===== src/rtl/pipe_pkg.sv =====
// Shared pipeline definitions: stall vector layout, stage actions and
// per-boundary payload widths with their NOP encodings.
package pipe_pkg;

  localparam int STALL_W   = 6;
  localparam int STALL_PC  = 0;
  localparam int STALL_IF  = 1;
  localparam int STALL_ID  = 2;
  localparam int STALL_EX  = 3;
  localparam int STALL_MEM = 4;
  localparam int STALL_WB  = 5;

  localparam logic STOP    = 1'b1;
  localparam logic NO_STOP = 1'b0;

  typedef enum logic [2:0] {
    ACT_RST,
    ACT_FLUSH,
    ACT_BUBBLE,
    ACT_ADVANCE,
    ACT_HOLD
  } stage_action_e;

  localparam int ID_EX_PAYLOAD_W  = 200;
  localparam int EX_MEM_PAYLOAD_W = 180;
  localparam int MEM_WB_PAYLOAD_W = 110;

  localparam logic       WRITE_DISABLE = 1'b0;
  localparam logic [7:0] EXE_NOP_OP    = 8'b0000_0000;

  // An all-zero payload decodes as wreg=WriteDisable, aluop=EXE_NOP_OP.
  localparam logic [ID_EX_PAYLOAD_W-1:0]  ID_EX_NOP  = '0;
  localparam logic [EX_MEM_PAYLOAD_W-1:0] EX_MEM_NOP = '0;
  localparam logic [MEM_WB_PAYLOAD_W-1:0] MEM_WB_NOP = '0;

  function automatic stage_action_e decode_action(input logic rst,
                                                  input logic flush,
                                                  input logic up,
                                                  input logic dn);
    stage_action_e act;
    if (rst)                          act = ACT_RST;
    else if (flush)                   act = ACT_FLUSH;
    else if (up == STOP && dn != STOP) act = ACT_BUBBLE;
    else if (up != STOP)              act = ACT_ADVANCE;
    else                              act = ACT_HOLD;
    return act;
  endfunction

endpackage


===== src/rtl/sat_counter.sv =====
// Saturating up-counter with synchronous reset and clear; clear beats increment.
module sat_counter
  import pipe_pkg::*;
#(
  parameter int unsigned      WIDTH = 16,
  parameter logic [WIDTH-1:0] LIMIT = {WIDTH{1'b1}}
) (
  input  logic             clk,
  input  logic             rst,
  input  logic             i_inc,
  input  logic             i_clr,
  output logic [WIDTH-1:0] o_count
);

  logic [WIDTH-1:0] r_count;

  always_ff @(posedge clk) begin
    if (rst) begin
      r_count <= '0;
    end else if (i_clr) begin
      r_count <= '0;
    end else if (i_inc && (r_count < LIMIT)) begin
      r_count <= r_count + WIDTH'(1);
    end
  end

  assign o_count = r_count;

endmodule


===== src/rtl/pipe_stage_reg.sv =====
// Generic pipeline boundary register with valid bit, multicycle carry loopback,
// bubble/hold performance counters and a sticky stuck-stall watchdog.
module pipe_stage_reg
  import pipe_pkg::*;
#(
  parameter int                   PAYLOAD_W   = 200,
  parameter int                   CARRY_W     = 66,
  parameter int                   STAGE       = 3,
  parameter logic [PAYLOAD_W-1:0] NOP_PAYLOAD = '0,
  parameter int                   CNT_W       = 16,
  parameter int                   WDOG_LIMIT  = 1023
) (
  input  logic                                  clk,
  input  logic                                  rst,
  input  logic [STALL_W-1:0]                    stall,
  input  logic                                  flush,
  input  logic                                  in_valid,
  input  logic [PAYLOAD_W-1:0]                  in_payload,
  input  logic [((CARRY_W > 0) ? CARRY_W : 1)-1:0] in_carry,
  output logic                                  out_valid,
  output logic [PAYLOAD_W-1:0]                  out_payload,
  output logic [((CARRY_W > 0) ? CARRY_W : 1)-1:0] out_carry,
  input  logic                                  cnt_clr,
  output logic [CNT_W-1:0]                      bubble_cnt,
  output logic [CNT_W-1:0]                      hold_cnt,
  output logic                                  wdog_o
);

  if (STAGE < 0 || STAGE > 4) begin : g_badStage
    $error("pipe_stage_reg: STAGE must be in 0..4");
  end
  if (WDOG_LIMIT < 1 || WDOG_LIMIT >= (2 ** CNT_W)) begin : g_badLimit
    $error("pipe_stage_reg: WDOG_LIMIT must be in 1..2^CNT_W-1");
  end

  localparam logic [CNT_W-1:0] WDOG_LIM = CNT_W'(WDOG_LIMIT);
  localparam logic [CNT_W-1:0] WDOG_PRE = CNT_W'(WDOG_LIMIT - 1);

  logic          w_up;
  logic          w_dn;
  logic          w_unusedStall;
  stage_action_e w_action;
  logic          w_runInc;
  logic          w_runClr;
  logic          w_wdogSet;
  logic [CNT_W-1:0] w_runLen;

  logic                 r_valid;
  logic [PAYLOAD_W-1:0] r_payload;
  logic                 r_wdog;

  assign w_up          = stall[STAGE];
  assign w_dn          = stall[STAGE+1];
  assign w_unusedStall = ^stall;

  always_comb begin
    w_action = decode_action(rst, flush, w_up, w_dn);
  end

  assign w_runInc  = (w_action == ACT_BUBBLE) || (w_action == ACT_HOLD);
  assign w_runClr  = (w_action == ACT_FLUSH) || (w_action == ACT_ADVANCE);
  // The run length is about to reach the limit on this edge (or already sits there).
  assign w_wdogSet = w_runInc && (w_runLen >= WDOG_PRE);

  always_ff @(posedge clk) begin
    if (rst) begin
      r_valid   <= 1'b0;
      r_payload <= NOP_PAYLOAD;
    end else begin
      case (w_action)
        ACT_FLUSH, ACT_BUBBLE: begin
          r_valid   <= 1'b0;
          r_payload <= NOP_PAYLOAD;
        end
        ACT_ADVANCE: begin
          r_valid   <= in_valid;
          r_payload <= in_valid ? in_payload : NOP_PAYLOAD;
        end
        default: begin
          r_valid   <= r_valid;
          r_payload <= r_payload;
        end
      endcase
    end
  end

  // Carry is only live while the upstream stage is stalled and looping state back.
  if (CARRY_W > 0) begin : g_carry
    logic [CARRY_W-1:0] r_carry;

    always_ff @(posedge clk) begin
      if (rst) begin
        r_carry <= '0;
      end else if (w_runInc) begin
        r_carry <= in_carry;
      end else begin
        r_carry <= '0;
      end
    end

    assign out_carry = r_carry;
  end else begin : g_noCarry
    logic w_unusedCarry;
    assign w_unusedCarry = ^in_carry;
    assign out_carry     = '0;
  end

  sat_counter #(
    .WIDTH (CNT_W),
    .LIMIT ({CNT_W{1'b1}})
  ) u_bubbleCnt (
    .clk     (clk),
    .rst     (rst),
    .i_inc   (w_action == ACT_BUBBLE),
    .i_clr   (cnt_clr),
    .o_count (bubble_cnt)
  );

  sat_counter #(
    .WIDTH (CNT_W),
    .LIMIT ({CNT_W{1'b1}})
  ) u_holdCnt (
    .clk     (clk),
    .rst     (rst),
    .i_inc   (w_action == ACT_HOLD),
    .i_clr   (cnt_clr),
    .o_count (hold_cnt)
  );

  sat_counter #(
    .WIDTH (CNT_W),
    .LIMIT (WDOG_LIM)
  ) u_runLen (
    .clk     (clk),
    .rst     (rst),
    .i_inc   (w_runInc),
    .i_clr   (w_runClr),
    .o_count (w_runLen)
  );

  always_ff @(posedge clk) begin
    if (rst || cnt_clr) begin
      r_wdog <= 1'b0;
    end else if (w_wdogSet) begin
      r_wdog <= 1'b1;
    end
  end

  assign out_valid   = r_valid;
  assign out_payload = r_payload;
  assign wdog_o      = r_wdog;

endmodule


===== config.mk =====
export PLATFORM = sky130hd
export DESIGN_NAME = pipe_stage_reg
export DESIGN_NICKNAME = d
export VERILOG_FILES = /design/src/rtl/pipe_pkg.sv /design/src/rtl/sat_counter.sv /design/src/rtl/pipe_stage_reg.sv
export SDC_FILE = /design/constraint.sdc
export NUM_CORES = 1
export LEC_CHECK = 0
export BUFFER_PORTS_ARGS = -buffer_cell sky130_fd_sc_hd__buf_2
export CAP_MARGIN = 20
export CORE_AREA = 4 4 220 222
export DETAILED_ROUTE_END_ITERATION = 7
export DIE_AREA = 0 0 224 226
export PLACE_DENSITY_LB_ADDON = 0.05
export RECOVER_POWER = 50
export SLEW_MARGIN = 10
export SYNTH_ARGS = -nofsm -noshare
export SYNTH_HDL_FRONTEND = slang
export SYNTH_SLANG_ARGS = --single-unit

===== constraint.sdc =====
create_clock -name clk -period 2.7 [get_ports clk]
set_clock_uncertainty 0.2 [all_clocks]
set_input_delay 0.54 -clock clk [delete_from_list [all_inputs] [get_ports clk]]
set_output_delay 0.54 -clock clk [all_outputs]
set_load 0.05 [all_outputs]

# Yosys cells after proc, flatten, opt, wreduce, memory -nomap -nowiden
# Index checks and enable logic that the tools add are counted.
# op_classes
add_sub_neg	3
n_lt_le_gt_ge	4
eq_ne	4
n_mux	7
bitwise_logic	2
reduce_logical	13
# ops
cell	count
case mux 200 bit (2 select lines)	1
two-way mux 200 bit	1
adder 16 x 1 -> 16 bit (second input constant)	3
< comparator 16 bit (second input constant)	2
greater-or-equal comparator 16 x 10 -> 1 bit (second input constant)	1
< comparator 16 x 10 -> 1 bit (second input constant)	1
two-way mux 3 bit	4
OR reduction 2 bit	4
== test 3 x 2 -> 1 bit (second input constant)	2
logical AND 1 bit	5
== test 3 x 1 -> 1 bit (second input constant)	1
== test 3 bit (second input constant)	1
logical OR 1 bit	3
NOT 1 bit	2
case mux 1 bit (2 select lines)	1
nonzero test 2 bit	1
# totals
reg_bits	316
inputBits	277
output_inout_bits	300
wordCells	40

# Longest topological paths before layout
# logic_depth
ltp_word	9
mapped_depth	6
depth_no_buf	6

# Cells and area by module
# A second synthesis with hierarchy kept.
# unflattened
hier_cells	1101
hier_area_um2	10915.5
# by_module_without_submodules
module	n_inst	cells_per_inst	area_per_inst_um2	seq_area_each_um2
pipe_stage_reg	1	827	8531.9	5365.1
sat_counter at u_bubbleCnt ...	2	99	838.3	320.3
sat_counter at u_runLen	1	76	706.9	320.3

# Least setup slack after synthesis
# OpenSTA, ideal clock, no wires.
# synth_path
path_type	reg2reg
startpoint	register u_holdCnt.r_count[0] (netlist: u_holdCnt.o_count[0])
endpoint	register u_holdCnt.r_count[14] (netlist: u_holdCnt.o_count[14])
setup_ns	0.070
t_arrival_ns	2.006
required_ns	2.430
path_slack_ns	0.423
path_stages_with_launch	6
n_path_buf	0
synth_period_minus_slack_ns	2.277
cell_sequence	dfxtp_1 > ha_1 > and3_1 > o2111ai_1 > or4_1 > a21oi_1
# synth_between
elab_chain_cells	2
word_cells_on_any_way	3
cone_classes	add/sub: 1; order compare: 1; reduce/logical: 1
# synth_rtl
item	line	rtl
from (decl)	sat_counter.sv:15	logic [WIDTH-1:0] r_count;
from (signal assigned)	sat_counter.sv:23	r_count <= r_count + WIDTH'(1);
< comparator 16 bit	sat_counter.sv:22	end else if (i_inc && (r_count < LIMIT)) begin
logical AND 1 bit	sat_counter.sv:22	
# Parallel ways exist; a longest one is shown, timed or not.
# A chain may end at the register's enable or synchronous reset.

# Worst setup path in the final report
# layout_path
startpoint	input port stall[3]
endpoint	register r_payload[167] (netlist: out_payload[167])
# layout_between
elab_chain_cells	7
word_cells_on_any_way	11
cone_classes	eq/ne: 3; mux: 5; reduce/logical: 3
# layout_rtl
item	line	rtl
from (decl)	pipe_stage_reg.sv:15	input logic [STALL_W-1:0] stall,
two-way mux 3 bit / logical AND 1 bit (equally long branches)	pipe_pkg.sv:44, pipe_pkg.sv:43	
two-way mux 3 bit *	pipe_pkg.sv:43	else if (up == STOP && dn != STOP) act = ACT_BUBBLE;
two-way mux 3 bit *	pipe_pkg.sv:42	else if (flush) act = ACT_FLUSH;
two-way mux 3 bit *	pipe_pkg.sv:41	if (rst) act = ACT_RST;
== test 3 x 1 -> 1 bit / == test 3 x 2 -> 1 bit (equally long branches)	pipe_stage_reg.sv:70	case (w_action)
OR reduction 2 bit	pipe_stage_reg.sv:70	
case mux 200 bit (2 select lines) / nonzero test 2 bit (equally long branches)	n/a	
to (signal assigned)	pipe_stage_reg.sv:77	r_payload <= in_valid ? in_payload : NOP_PAYLOAD;
to (signal assigned)	pipe_stage_reg.sv:81	r_payload <= r_payload;
to (decl)	pipe_stage_reg.sv:49	logic [PAYLOAD_W-1:0] r_payload;
# Mark *: on every way between the ends. The rest lies on a longest branch, timed or not.

==> flow_summary.json <==
{
  "netlist_area_um2": 10800,
  "multi_input_area_um2": 4130,
  "startpoint_type": "input pin",
  "async_flop_share_pct": 0,
  "die_w_um": 224,
  "synth_seq_cells": 316,
  "finalInstanceArea_um2": 16500,
  "wl_um": 44500,
  "overflow": 0,
  "place_congestion": 0.784,
  "finalWorstSetupSlack_ns": 0.402,
  "slowest_delay_ns": 0.88,
  "fmax_mhz": 435,
  "crit_fanout": 22,
  "worstMarginPinSlew_ns": 1.00,
  "mostFrequentLayoutCells": "buf_2, dfxtp_1, nor2_1",
  "cpLargestDelayFamily": "simple AND/OR/NAND/NOR gates",
  "vdd_drop_max_mv": 0.414,
  "via_per_inst": 4.50,
  "fp.dieH_um": 226,
  "ys_types": 48,
  "ioPinCount": 577,
  "synth_top_area_cell": "dfxtp_1",
  "power.total_mw": 11.2,
  "worstSetupPathType": "input pin to flop",
  "register_area_um2": 6330,
  "cts_buffers": 40,
  "drc_errors": 0,
  "io_buffers": 572,
  "avgSynthCellArea_um2": 9.88,
  "first_pass_iters": 5,
  "whs_endpoint": "out_payload[51]",
  "globalRouteTotalUtil_pct": 16.5,
  "setup-tns-final_ns": 0,
  "cts_tree": "yes",
  "htreeDepth": 2,
  "grt_setup_unrepaired": "false",
  "synth_edf_count": 0,
  "maxCapViolCount": 0,
  "ys.flop_type": "dfxtp_1",
  "layout_commonest_cell": "buf_2",
  "leakage_nw": 7.33,
  "die-area_um2": 50600,
  "cts.reportedPaths.clkPinSlew_ns": 0.06,
  "finalHoldViolCount": 0,
  "critPathSlowestCell": "nor4b_1",
  "synth_area_leaders": "dfxtp_1, a22oi_1, nor2_1",
  "grt_pass1_vias": 10700,
  "wl_per_cell_um": 18.7,
  "layout-drive-gt1-share_pct": 35.9,
  "clockBufferDepth": 3,
  "drt_iter0_markers": 556,
  "critPathBufInv": 3,
  "dpl.cell_count": 2219,
  "yosysSeqAreaShare_pct": 58.4,
  "syn_inst": 1096,
  "ant_nets": 0,
  "nFillCells": 4894,
  "core_um2": 46400,
  "finalMaxSlewViolations": 0,
  "worst-r2r-setup-slack_ns": 0.45,
  "finalSetupViolations": 0,
  "relSlewSlack_pct": 32.3,
  "syn2layout_area_growth_pct": 52.5,
  "arrival_ns": 2.56,
  "grt_pass1_wl_um": 65400,
  "pre_cts_slack_ns": 0.264,
  "yosysTopAreaCellShare_pct": 58.4,
  "r2r-end": "u_runLen.o_count[7]",
  "antenna_found_initial": 16,
  "period_needed_ns": 2.30,
  "critical_path_required_ns": 2.96,
  "clock-root-buffer": "clkbuf_16",
  "start_util_pct": 23.4,
  "stdcell_count": 2379,
  "cp_cell_sequence": "buf_2 -> nor4b_1 -> buf_12 -> clkbuf_2 -> a22oi_1 -> nor2_1",
  "synth_nets": 1377,
  "end_kind": "flop",
  "ctsResizeCount": 0,
  "reg2reg_from": "u_runLen.o_count[15]",
  "p_per_area_nw_per_um2": 678,
  "dp_hpwl_um": 32200,
  "fin_nets": 2011,
  "fin_crit_sh_pct": 85.1,
  "synth.yosys.warnings": 0,
  "vias": 10700,
  "min_from": "in_payload[51]",
  "worstRegToRegCells": 4,
  "row_count": 79,
  "hold-path-cell-count": 3,
  "hold_class": "input pin to flop",
  "clk_latency_ns": 0.54,
  "status": "complete, no violations",
  "cts.sink_count": 316,
  "placed_area_um2": 14500,
  "grt_max_degree": 155
}
-- Yosys cell counts (2+ instances only) --
cell type    n
a21oi_1     30
a22oi_1    200
a31o_2       2
and2_1      72
and3_1       4
and4_1       5
buf_2       35
clkbuf_1    49
dfxtp_1    316
ha_1         4
inv_1        6
mux2i_1      6
nand2_1     22
nand2b_1     3
nand3_1     15
nand4_1     14
nand4b_1     3
nand4bb_1    2
nor2_1     210
nor2b_1      2
nor3_1       3
nor4_1       3
nor4_2       2
nor4b_1      2
o2111ai_1    2
o211ai_1     3
o21ai_0     15
o31ai_1     16
or3_1       17
or4_1       15
-- report_power, final --
part | leakage, nW | switching [mW] | total (mW) | internal [mW]
logic | 4.10 | 0.595 | 0.954 | 0.358
clock network | 0.667 | 2.07 | 5.48 | 3.40
registers | 2.56 | 0.0296 | 4.77 | 4.74
-- logic make-up after synthesis --
family                     share of synthesized area, %
and+or+nand+nor                                    18.7
DFF                                                58.4
AOI/OAI and AO/OA                                  18.2
buffers and inverters                              3.56
muxes                                             0.554
adders and majority gates                         0.462
xor gates and xnor gates                         0.0809
-- layer usage --
layer  share of wire, %  global-route usage, %  vias up
li1                   -                      -     5223
met1                 38                   18.8     5020
met2                 50                   28.0      359
met3                7.7                   6.04       95
met4                3.9                   7.12        8
met5              0.081                      0        -
-- what timing repair did --
item,in CTS,in global routing
buffers inserted,0,0
hold endpoints to repair,76,0
hold buffers,76,0
-- worst max path at each step --
stage / from / endpoint / slack (ns) / depth (start not counted)
final: stall[3] / out_payload[167] / 0.40 / 6
after global routing: stall[3] / out_payload[15] / 0.18 / 6
after CTS: u_bubbleCnt.o_count[1] / u_bubbleCnt.o_count[6] / 0.24 / 5
after detailed placement: u_bubbleCnt.o_count[1] / u_bubbleCnt.o_count[6] / 0.26 / 5
after global placement: flush / u_bubbleCnt.o_count[15] / 0.24 / 5
after floorplan: u_holdCnt.o_count[0] / u_holdCnt.o_count[14] / 0.42 / 5
-- metrics by stage --
stage                     hold WS, ns  utilization, %
after floorplan                 0.237               -
after global placement          0.256            31.2
after detailed placement        0.264            31.2
after CTS                     0.00117            35.8
after global routing           0.0126            35.6
final                          0.0478            35.6
-- registers in the layout, indices dropped and copies added (netlist names) --
| signal | cells |
|---|---|
| u_bubbleCnt.o_count | 16 |
| out_carry | 66 |
| wdog_o | 1 |
| u_holdCnt.o_count | 16 |
| u_runLen.o_count | 16 |
| out_payload | 200 |
| out_valid | 1 |
-- layout make-up --
type                            instances  area share [%]
Antenna cell                           11           0.167
Clock buffer                           61            7.16
Clock inverter                         12            1.04
Inverter                                6           0.136
Multi-Input combinational cell        689            25.0
Sequential cell                       316            38.3
Tap cell                              607            4.60
Timing Repair Buffer                  677            23.6
-- worst reg2reg max path, cell delays in order, from the launching register on --
cell and delay, ns:
dfxtp_1 0.31, nor4_1 0.71, nand4_1 0.34, or4_1 0.47, a21oi_1 0.15
No activity file was read; power rests on OpenSTA's default activity.
